$ cat src/rtl/wb_stage.sv
// rtl/wb_stage.sv - writeback stage merging load and ALU results onto one register-file write port
//
// Loads have priority and are never stalled. ALU results that lose arbitration
// wait in a small in-order FIFO and drain before any later ALU result may bypass.
//
// Ports:
//   clk, reset              clock, synchronous active-high reset
//   alu_valid/ready/rd/data ALU result handshake (accepted when valid && ready)
//   mem_valid/rd/data       load result, consumed unconditionally
//   rf_en/rd/data           registered register-file write port
//   chk_rs1, chk_rs2        decode source indices to check for pending writes
//   hazard                  a pending write targets chk_rs1 or chk_rs2
//   busy                    FIFO non-empty
module wb_stage #(
    parameter int XLEN  = 32,
    parameter int RADDR = 5,
    parameter int DEPTH = 2
) (
    input  logic             clk,
    input  logic             reset,
    input  logic             alu_valid,
    output logic             alu_ready,
    input  logic [RADDR-1:0] alu_rd,
    input  logic [XLEN-1:0]  alu_data,
    input  logic             mem_valid,
    input  logic [RADDR-1:0] mem_rd,
    input  logic [XLEN-1:0]  mem_data,
    output logic             rf_en,
    output logic [RADDR-1:0] rf_rd,
    output logic [XLEN-1:0]  rf_data,
    input  logic [RADDR-1:0] chk_rs1,
    input  logic [RADDR-1:0] chk_rs2,
    output logic             hazard,
    output logic             busy
);

    // A pointer needs at least one bit even when DEPTH == 1.
    localparam int PW = (DEPTH > 1) ? $clog2(DEPTH) : 1;
    localparam int CW = $clog2(DEPTH + 1);

    logic [RADDR-1:0] fifo_rd_q   [DEPTH];
    logic [XLEN-1:0]  fifo_data_q [DEPTH];
    logic [DEPTH-1:0] fifo_vld_q, fifo_vld_d;
    logic [PW-1:0]    head_q, head_d;
    logic [PW-1:0]    tail_q, tail_d;
    logic [CW-1:0]    count_q, count_d;

    logic             rf_en_q, rf_en_d;
    logic [RADDR-1:0] rf_rd_q, rf_rd_d;
    logic [XLEN-1:0]  rf_data_q, rf_data_d;

    logic mem_req;
    logic alu_acc;
    logic alu_req;
    logic fifo_empty;
    logic push;
    logic pop;

    function automatic logic [PW-1:0] ptr_inc(input logic [PW-1:0] p);
        return (p == PW'(DEPTH - 1)) ? '0 : p + 1'b1;
    endfunction

    // Ready depends on occupancy only; a same-cycle pop never frees a slot early.
    assign alu_ready  = (count_q < CW'(DEPTH));
    assign fifo_empty = (count_q == '0);
    assign busy       = !fifo_empty;

    assign mem_req = mem_valid && (mem_rd != '0);
    assign alu_acc = alu_valid && alu_ready;
    // Accepted beats to x0 are swallowed here and never reach the FIFO.
    assign alu_req = alu_acc && (alu_rd != '0);

    // Queue the ALU result whenever it cannot go straight to the port: either a
    // load owns the port or older ALU results are still waiting.
    assign push = alu_req && (mem_req || !fifo_empty);
    assign pop  = !mem_req && !fifo_empty;

    always_comb begin
        rf_en_d    = 1'b0;
        rf_rd_d    = rf_rd_q;
        rf_data_d  = rf_data_q;
        head_d     = head_q;
        tail_d     = tail_q;
        count_d    = count_q;
        fifo_vld_d = fifo_vld_q;

        if (mem_req) begin
            rf_en_d   = 1'b1;
            rf_rd_d   = mem_rd;
            rf_data_d = mem_data;
        end else if (!fifo_empty) begin
            rf_en_d   = 1'b1;
            rf_rd_d   = fifo_rd_q[head_q];
            rf_data_d = fifo_data_q[head_q];
        end else if (alu_req) begin
            rf_en_d   = 1'b1;
            rf_rd_d   = alu_rd;
            rf_data_d = alu_data;
        end

        if (pop) begin
            fifo_vld_d[head_q] = 1'b0;
            head_d             = ptr_inc(head_q);
        end
        if (push) begin
            fifo_vld_d[tail_q] = 1'b1;
            tail_d             = ptr_inc(tail_q);
        end

        case ({push, pop})
            2'b10:   count_d = count_q + CW'(1);
            2'b01:   count_d = count_q - CW'(1);
            default: count_d = count_q;
        endcase
    end

    always_ff @(posedge clk) begin
        if (reset) begin
            head_q     <= '0;
            tail_q     <= '0;
            count_q    <= '0;
            fifo_vld_q <= '0;
            rf_en_q    <= 1'b0;
            rf_rd_q    <= '0;
            rf_data_q  <= '0;
        end else begin
            head_q     <= head_d;
            tail_q     <= tail_d;
            count_q    <= count_d;
            fifo_vld_q <= fifo_vld_d;
            rf_en_q    <= rf_en_d;
            rf_rd_q    <= rf_rd_d;
            rf_data_q  <= rf_data_d;
        end
    end

    // Payload storage needs no reset; the valid bits gate every use of it.
    always_ff @(posedge clk) begin
        if (!reset && push) begin
            fifo_rd_q[tail_q]   <= alu_rd;
            fifo_data_q[tail_q] <= alu_data;
        end
    end

    assign rf_en   = rf_en_q;
    assign rf_rd   = rf_rd_q;
    assign rf_data = rf_data_q;

    // The register file reads combinationally before the rf_* write lands, so
    // the write currently on the port counts as pending too.
    function automatic logic pending(input logic [RADDR-1:0] x);
        logic hit;
        hit = 1'b0;
        if (x != '0) begin
            if (rf_en_q && (rf_rd_q == x)) hit = 1'b1;
            for (int i = 0; i < DEPTH; i++) begin
                if (fifo_vld_q[i] && (fifo_rd_q[i] == x)) hit = 1'b1;
            end
        end
        return hit;
    endfunction

    assign hazard = pending(chk_rs1) || pending(chk_rs2);

endmodule
$ cat config.mk
export PLATFORM = sky130hd
export DESIGN_NAME = wb_stage
export DESIGN_NICKNAME = d
export VERILOG_FILES = /design/src/rtl/wb_stage.sv
export SDC_FILE = /design/constraint.sdc
export NUM_CORES = 1
export LEC_CHECK = 0
export ABC_AREA = 1
export ABC_CLOCK_PERIOD_IN_PS = 4800
export CORE_AREA = 2 2 108 120
export CTS_CLUSTER_SIZE = 40
export DETAILED_ROUTE_END_ITERATION = 12
export DIE_AREA = 0 0 110 122
export GPL_ROUTABILITY_DRIVEN = 0
export PLACE_DENSITY = 0.81
export SKIP_LAST_GASP = 1
export SLEW_MARGIN = 20
export SYNTH_ARGS = -nofsm -noshare
export SYNTH_HDL_FRONTEND = slang
export SYNTH_SLANG_ARGS = --single-unit
$ cat constraint.sdc
create_clock -name clk -period 4.8 [get_ports clk]
set_clock_uncertainty 0.05 [all_clocks]
set_input_delay 0.96 -clock clk [delete_from_list [all_inputs] [get_ports clk]]
set_output_delay 0.96 -clock clk [all_outputs]
set_load 0.01 [all_outputs]
==> metrics, run 1 <==
final period utilization=76.92%; # fillers=1075; number of search-and-repair iterations in the first detailed-routing pass=5; Relative slew margins=57.04%; sort of element at the end of the critical path=output port; synthesized net count=986; vias in the first global route=5467; worst hold path type=reg -> reg; outcome=finished clean; CTS max path bufs=2; crit path from=chk_rs2[0]; number of cell instances on the worst register-to-register path=9; number of remaining DRC errors=0; RSZ-0062 raised after global routing=false; Cells on Worst Hold Path=2; Worst setup endpoint=hazard; maximum number of pins on one net before global-route repair=75; Max Cap Violations=0; leakage power of the design=4.001 nW; TritonCTS Sinks=119; most crowded layer after global routing=met2; quantity of gates resized following cts=0; cell accounting for the most synthesized area=sky130_fd_sc_hd__edfxtp_1; number of flip-flops and latches in the synthesized netlist=119; number of setup violations in the final report=0; number of different library cells in the post-synthesis netlist=22; sort of element at the start of the critical path=input port; number of buffer cells added on primary ports=128; fraction of synthesis flops using an asynchronous set or reset pin=0%; EDFF count, synth=74; H-tree depth=4; Worst R2R Start=count_q[1]; instance count of the mapped netlist=897; routed length per placed instance=14.12 um; clock period minus final worst setup slack=3.692 ns; initial drt markers=388; antenna violations before repair=0; fraction of layout instances using a drive strength above 1=4.888%; library cell with the highest instance count after synthesis=sky130_fd_sc_hd__nand2_1; number of rows in the core area=43; area of the core=12320 um2; overall power=4.255 mW; Tot GR Track Use=25.84%; type of the setup path with the least slack=in -> out; family with the most delay on the worst path=buffers and inverters; share of the yosys chip area belonging to registers=49.35%; pwr dens=513.7 nW/um2; Synthesis Warnings=0; post-layout utilization of the core=67.24%; global routing met1 resource utilization=27.94%; internal reg-to-reg setup slack=2.66 ns; Die Area=13420 um2; clock input transition at the sequential cells of the worst setup and hold paths=0.05 ns; global-route wire length before repair=26.04 mm; GRT overflow=0; most common flop cell mapped by yosys=sky130_fd_sc_hd__edfxtp_1; Max Transition Viols Final=0; endpoint arrival time on the critical path=2.68 ns; actual transition at the worst max-transition pin=0.6444 ns; critical-path cell list=clkdlybuf4s50_1, inv_1, nand2_1, nand2_1, nor2_1, nand3_1, nand3_1, nand2_1, nand2_1, clkdlybuf4s50_1; most frequent cell on the critical path=sky130_fd_sc_hd__nand2_1; Clk Tree Root Cell=sky130_fd_sc_hd__clkbuf_16; Routed Wire Length=16.66 mm; final layout net count=1100; Max Clock Freq=270.8 MHz; peak per-stage delay on the critical path=0.53 ns; maximum fanout along the worst path=4; Skew-Pair Late Insertion Delay=0.41 ns; share of the synthesized area in the top cell type=35.11%; height of the chip=122 um; diodes inserted=0; Initial Utilization=51.37%; post-cts hold buffer count=0; Syn-to-layout area delta=30.90%; post-CTS repair timing setup buffer count=0; end of the worst register-to-register path=rf_data[9]; floorplan die width=110 um; number of antenna-violating nets in the routed design=0; number of cells on the critical path=10; Worst Path Buf+Inv=3; count of pins on the block boundary=129; Num CTS Buffers=17; routed vias=5907; CTS tree=yes; Slowest cell on crit path=sky130_fd_sc_hd__clkdlybuf4s50_1; met2 Resource Use GR=44.13%; top cells by area, synth=sky130_fd_sc_hd__edfxtp_1 35%, sky130_fd_sc_hd__nand2_1 22%, sky130_fd_sc_hd__dfxtp_1 14%; required time of the worst setup path=3.79 ns; maximum vdd ir drop=0.0002670 V; setup TNS=0 ns; synthesized area per cell=7.055 um2; met3 track demand over resource in global routing=7.170%; final count of hold timing violations=0; netlist area before placement=6329 um2; Via-to-Cell Ratio=5.006; half-perimeter wire length after detailed placement=11.23 mm; synth cell count leaders=378 x sky130_fd_sc_hd__nand2_1, 134 x sky130_fd_sc_hd__inv_1, 107 x sky130_fd_sc_hd__nor2_1, 74 x sky130_fd_sc_hd__edfxtp_1, 47 x sky130_fd_sc_hd__o21ai_0
[per-layer routing]
layer,part of all wire [%],vias up
met5,0,-
met3,7.0,49
met1,37,2638
met2,51,231
met4,5.4,0
li1,-,2989
[tightest hold or removal path, cell delays in order, from the launching register on]
cell and delay, ns:
sky130_fd_sc_hd__dfxtp_1 0.32, sky130_fd_sc_hd__nand3_1 0.08, sky130_fd_sc_hd__nand2_1 0.04
[cell families (layout without fill, tap and decap cells)]
kind of cell / count (synthesis) / in the layout / share of synthesized area [%]
AOI/OAI and AO/OA: 54 / 54 / 4.290
adders and majority gates: 1 / 1 / 0.1977
buffers and inverters: 182 / 308 / 12.12
DFF: 119 / 119 / 49.35
and+or+nand+nor: 541 / 541 / 34.05
[final cells by class]
class	count	area (um2)	share of cell area (%)
repair buffers	138	1369	16.52
clock inverters	14	201.4	2.432
multi-input cells	596	2446	29.53
clock buffers	17	425.4	5.135
inverters	139	521.8	6.298
well taps	157	196.4	2.371
flip-flops and latches	119	3124	37.71
[worst min path at each step]
stage | slack, ns | endpoint | from
CTS | 0.44 | tail_q | tail_q
finish | 0.44 | tail_q | tail_q
floorplan | 0.41 | tail_q | tail_q
global placement | 0.42 | tail_q | tail_q
detailed placement | 0.43 | tail_q | tail_q
global route | 0.48 | count_q[1] | count_q[1]
[placed cells by master, fill, tap and decap left out]
cell / netlist / final
sky130_fd_sc_hd__dfxtp_2: 0 / 1
sky130_fd_sc_hd__buf_12: 0 / 1
sky130_fd_sc_hd__a21oi_1: 5 / 5
sky130_fd_sc_hd__dfxtp_1: 45 / 44
sky130_fd_sc_hd__buf_4: 7 / 9
sky130_fd_sc_hd__o21ai_1: 1 / 1
sky130_fd_sc_hd__nand2_2: 2 / 2
sky130_fd_sc_hd__nor2_4: 0 / 1
sky130_fd_sc_hd__nand4_1: 37 / 37
sky130_fd_sc_hd__bufinv_16: 0 / 4
sky130_fd_sc_hd__inv_1: 134 / 134
sky130_fd_sc_hd__clkinv_1: 1 / 1
sky130_fd_sc_hd__nand3_2: 1 / 1
sky130_fd_sc_hd__nor3_1: 2 / 2
sky130_fd_sc_hd__ha_1: 1 / 1
sky130_fd_sc_hd__nand2_1: 378 / 378
sky130_fd_sc_hd__nor2_1: 107 / 106
sky130_fd_sc_hd__clkbuf_16: 0 / 17
sky130_fd_sc_hd__o21ai_0: 47 / 47
sky130_fd_sc_hd__inv_2: 4 / 4
sky130_fd_sc_hd__edfxtp_1: 74 / 74
sky130_fd_sc_hd__nand3_1: 14 / 14
sky130_fd_sc_hd__clkinvlp_4: 0 / 5
sky130_fd_sc_hd__o22ai_1: 1 / 1
sky130_fd_sc_hd__clkdlybuf4s50_1: 0 / 128
sky130_fd_sc_hd__clkinv_4: 0 / 3
sky130_fd_sc_hd__inv_6: 0 / 2
[registers in the layout, indices dropped and copies added, names as in the netlist, named ones only]
| name | flops |
|---|---|
| fifo_data_q | 64 |
| rf_rd | 5 |
| rf_en | 1 |
| rf_data | 32 |
| fifo_rd_q | 10 |
| fifo_vld_q | 2 |
| tail_q | 1 |
| head_q | 1 |
| count_q | 2 |
[report_power, final]
group / leakage [nW] / internal, mW / switching [mW] / total (mW)
clock network: 0.288 / 0.870 / 0.468 / 1.34
registers: 1.05 / 1.26 / 0.0919 / 1.35
logic: 2.67 / 0.573 / 0.991 / 1.56
[through the flow]
stage	cells	hold WS, ns	cell area [um2]	worst slack, ns
floorplan	897	0.4080	6329	1.264
global placement	1149	0.4233	7657	1.193
detailed placement	1149	0.4271	7657	1.144
CTS	1180	0.4425	8284	1.135
global route	1180	0.4814	8284	1.000
finish	1180	0.4376	8284	1.108
Note: power is estimated with default switching activity, not from simulation.
==> run 2, diff against run 1 <==
--- a/config.mk
+++ b/config.mk
@@ -6,13 +6,13 @@
 export NUM_CORES = 1
 export LEC_CHECK = 0
 export ABC_AREA = 1
-export ABC_CLOCK_PERIOD_IN_PS = 4800
-export CORE_AREA = 2 2 108 120
+export ABC_CLOCK_PERIOD_IN_PS = 3200
+export CORE_AREA = 2 2 114 127
 export CTS_CLUSTER_SIZE = 40
 export DETAILED_ROUTE_END_ITERATION = 12
-export DIE_AREA = 0 0 110 122
+export DIE_AREA = 0 0 116 129
 export GPL_ROUTABILITY_DRIVEN = 0
-export PLACE_DENSITY = 0.81
+export PLACE_DENSITY = 0.76
 export SKIP_LAST_GASP = 1
 export SLEW_MARGIN = 20
 export SYNTH_ARGS = -nofsm -noshare
==> constraint.sdc (replaced) <==
create_clock -name clk -period 3.2 [get_ports clk]
set_clock_uncertainty 0.05 [all_clocks]
set_input_delay 0.64 -clock clk [delete_from_list [all_inputs] [get_ports clk]]
set_output_delay 0.64 -clock clk [all_outputs]
set_load 0.01 [all_outputs]
==> metrics, run 2 (synthesized netlist as in run 1, its figures left out) <==
post-cts hold buffer count=0; TritonCTS Sinks=119; area of the core=13630 um2; Syn-to-layout area delta=30.57%; maximum number of pins on one net before global-route repair=76; H-tree depth=4; number of rows in the core area=45; Max Cap Violations=0; peak per-stage delay on the critical path=0.60 ns; Relative slew margins=62.72%; area of combinational cells with multiple inputs=2449 um2; clock input transition at the sequential cells of the worst setup and hold paths=0.05 ns; end of the worst register-to-register path=count_q[1]; required time of the worst setup path=2.51 ns; Cells on Worst Hold Path=2; number of cell instances on the worst register-to-register path=10; height of the chip=129 um; GRT overflow=0; # fillers=1292; Non-Filler Instances=1216; type of the setup path with the least slack=in -> out; number of search-and-repair iterations in the first detailed-routing pass=5; number of antenna-violating nets in the routed design=0; CTS max path bufs=2; Clk Tree Root Cell=sky130_fd_sc_hd__clkbuf_16; number of buffer cells added on primary ports=128; post-detailed-placement cell area=7739 um2; floorplan die width=116 um; most common cell after layout, fill and taps aside=sky130_fd_sc_hd__nand2_1; Worst R2R Start=count_q[0]; Routed Wire Length=17.30 mm; fraction of layout instances using a drive strength above 1=4.475%; Hold Startpoint=tail_q; RSZ-0062 raised after global routing=false; clock period minus final worst setup slack=3.020 ns; Num CTS Buffers=17; sort of element at the start of the critical path=input port; final count of hold timing violations=0; Skew-Pair Late Insertion Delay=0.41 ns; internal reg-to-reg setup slack=1.04 ns; number of remaining DRC errors=0; actual transition at the worst max-transition pin=0.5583 ns; final layout net count=1104; Tot GR Track Use=23.89%; vias in the first global route=5413; diodes inserted=0; critical-path cell list=clkdlybuf4s50_1, inv_1, nand2_1, nand2_1, nor2_1, nand3_1, nand3_1, nand2_1, nand2_1, clkdlybuf4s50_1; antenna violations before repair=0; most frequent cell on the critical path=sky130_fd_sc_hd__nand2_1; area taken by flip-flops and latches=3124 um2; initial drt markers=524; Worst Path Buf+Inv=3; max reg flops=64; worst hold path type=reg -> reg; routed vias=5858; count of pins on the block boundary=129; Die Area=14960 um2; sort of element at the end of the critical path=output port; cell area after layout=8263 um2; number of setup violations in the final report=0; global-route wire length before repair=27.05 mm; final period utilization=94.37%; half-perimeter wire length after detailed placement=11.85 mm; family with the most delay on the worst path=buffers and inverters; maximum vdd ir drop=0.0004779 V; post-placement cell count=1184; Biggest register=fifo_data_q; Max Transition Viols Final=0; highest-count cells in the layout ignoring fill and taps=378 x sky130_fd_sc_hd__nand2_1, 134 x sky130_fd_sc_hd__inv_1, 128 x sky130_fd_sc_hd__clkdlybuf4s50_1; Max Clock Freq=331.1 MHz; CTS tree=yes; endpoint arrival time on the critical path=2.33 ns; routed length per placed instance=14.23 um; setup TNS=0 ns; outcome=finished clean; maximum fanout along the worst path=6; Slowest cell on crit path=sky130_fd_sc_hd__clkdlybuf4s50_1; pwr dens=741.6 nW/um2; leakage power of the design=3.993 nW; hold path endpoint=tail_q; Via-to-Cell Ratio=4.817; post-layout utilization of the core=60.64%; Initial Utilization=46.45%
## run 2: how the worst max path moves through the flow
stage / from / end / depth (start not counted)
6_report: chk_rs2[2] / hazard / 10
5_1_grt: chk_rs1[2] / hazard / 10
4_1_cts: chk_rs2[1] / hazard / 10
3_5_place_dp: chk_rs2[1] / hazard / 10
3_3_place_gp: chk_rs2[1] / hazard / 10
2_1_floorplan: mem_rd[2] / fifo_data_q[1][0] / 7
## run 2: worst register-to-register path, delay by kind of cell (launching register included)
kind,cells,cell delay (ns)
adders and majority gates,1,0.25
AOI/OAI and AO/OA,4,0.46
DFF,1,0.35
buffers and inverters,3,0.55
and+or+nand+nor,2,0.38
## run 2: per-layer routing
layer	wire length, um	vias to the layer above	GRT usage [%]	share of wire (%)
met3	1079	40	5.888	6.2
met5	0	-	0	0
met1	6669	2612	26.46	39
li1	-	2995	-	-
met4	545	0	9.734	3.2
met2	9006	211	43.52	52
## run 2: final cells by class
cell class                 instances  share of cell area (%)
sequential                       119                   37.81
clock inverter                     6                  0.6360
tap                              188                   2.847
timing repair buffer             142                   17.08
inverter                         139                   6.314
clock buffer                      26                   5.678
multi-input combinational        596                   29.63
## run 2: what timing repair did
item	4_1_cts	5_1_grt
setup buffers	0	0
setup endpoints to repair	0	1
gates resized for setup	0	1
## run 2: per-stage QoR
| stage | hold slack (ns) | setup WS [ns] | power (mW) |
|---|---|---|---|
| 2_1_floorplan | 0.4088 | 0.5947 | 3.564 |
| 3_3_place_gp | 0.4260 | 0.2242 | 4.427 |
| 3_5_place_dp | 0.4300 | 0.2013 | 4.454 |
| 4_1_cts | 0.4389 | 0.1895 | 6.167 |
| 5_1_grt | 0.4692 | 0.05462 | 6.534 |
| 6_report | 0.4363 | 0.1800 | 6.128 |
## run 2: power by group
group          total [mW]  internal [mW]  switching, mW
sequential           2.07           1.89          0.173
clock                1.70           1.08          0.628
combinational        2.36          0.879           1.48
total                6.13           3.85           2.28
==> run 3, diff against run 2 <==
--- a/config.mk
+++ b/config.mk
@@ -7,8 +7,8 @@
 export LEC_CHECK = 0
 export ABC_AREA = 1
 export ABC_CLOCK_PERIOD_IN_PS = 3200
+export CAP_MARGIN = 20
 export CORE_AREA = 2 2 114 127
-export CTS_CLUSTER_SIZE = 40
 export DETAILED_ROUTE_END_ITERATION = 12
 export DIE_AREA = 0 0 116 129
 export GPL_ROUTABILITY_DRIVEN = 0
==> results of run 3 <==
No change in the layout: final DEF, timing and power equal those of run 2.
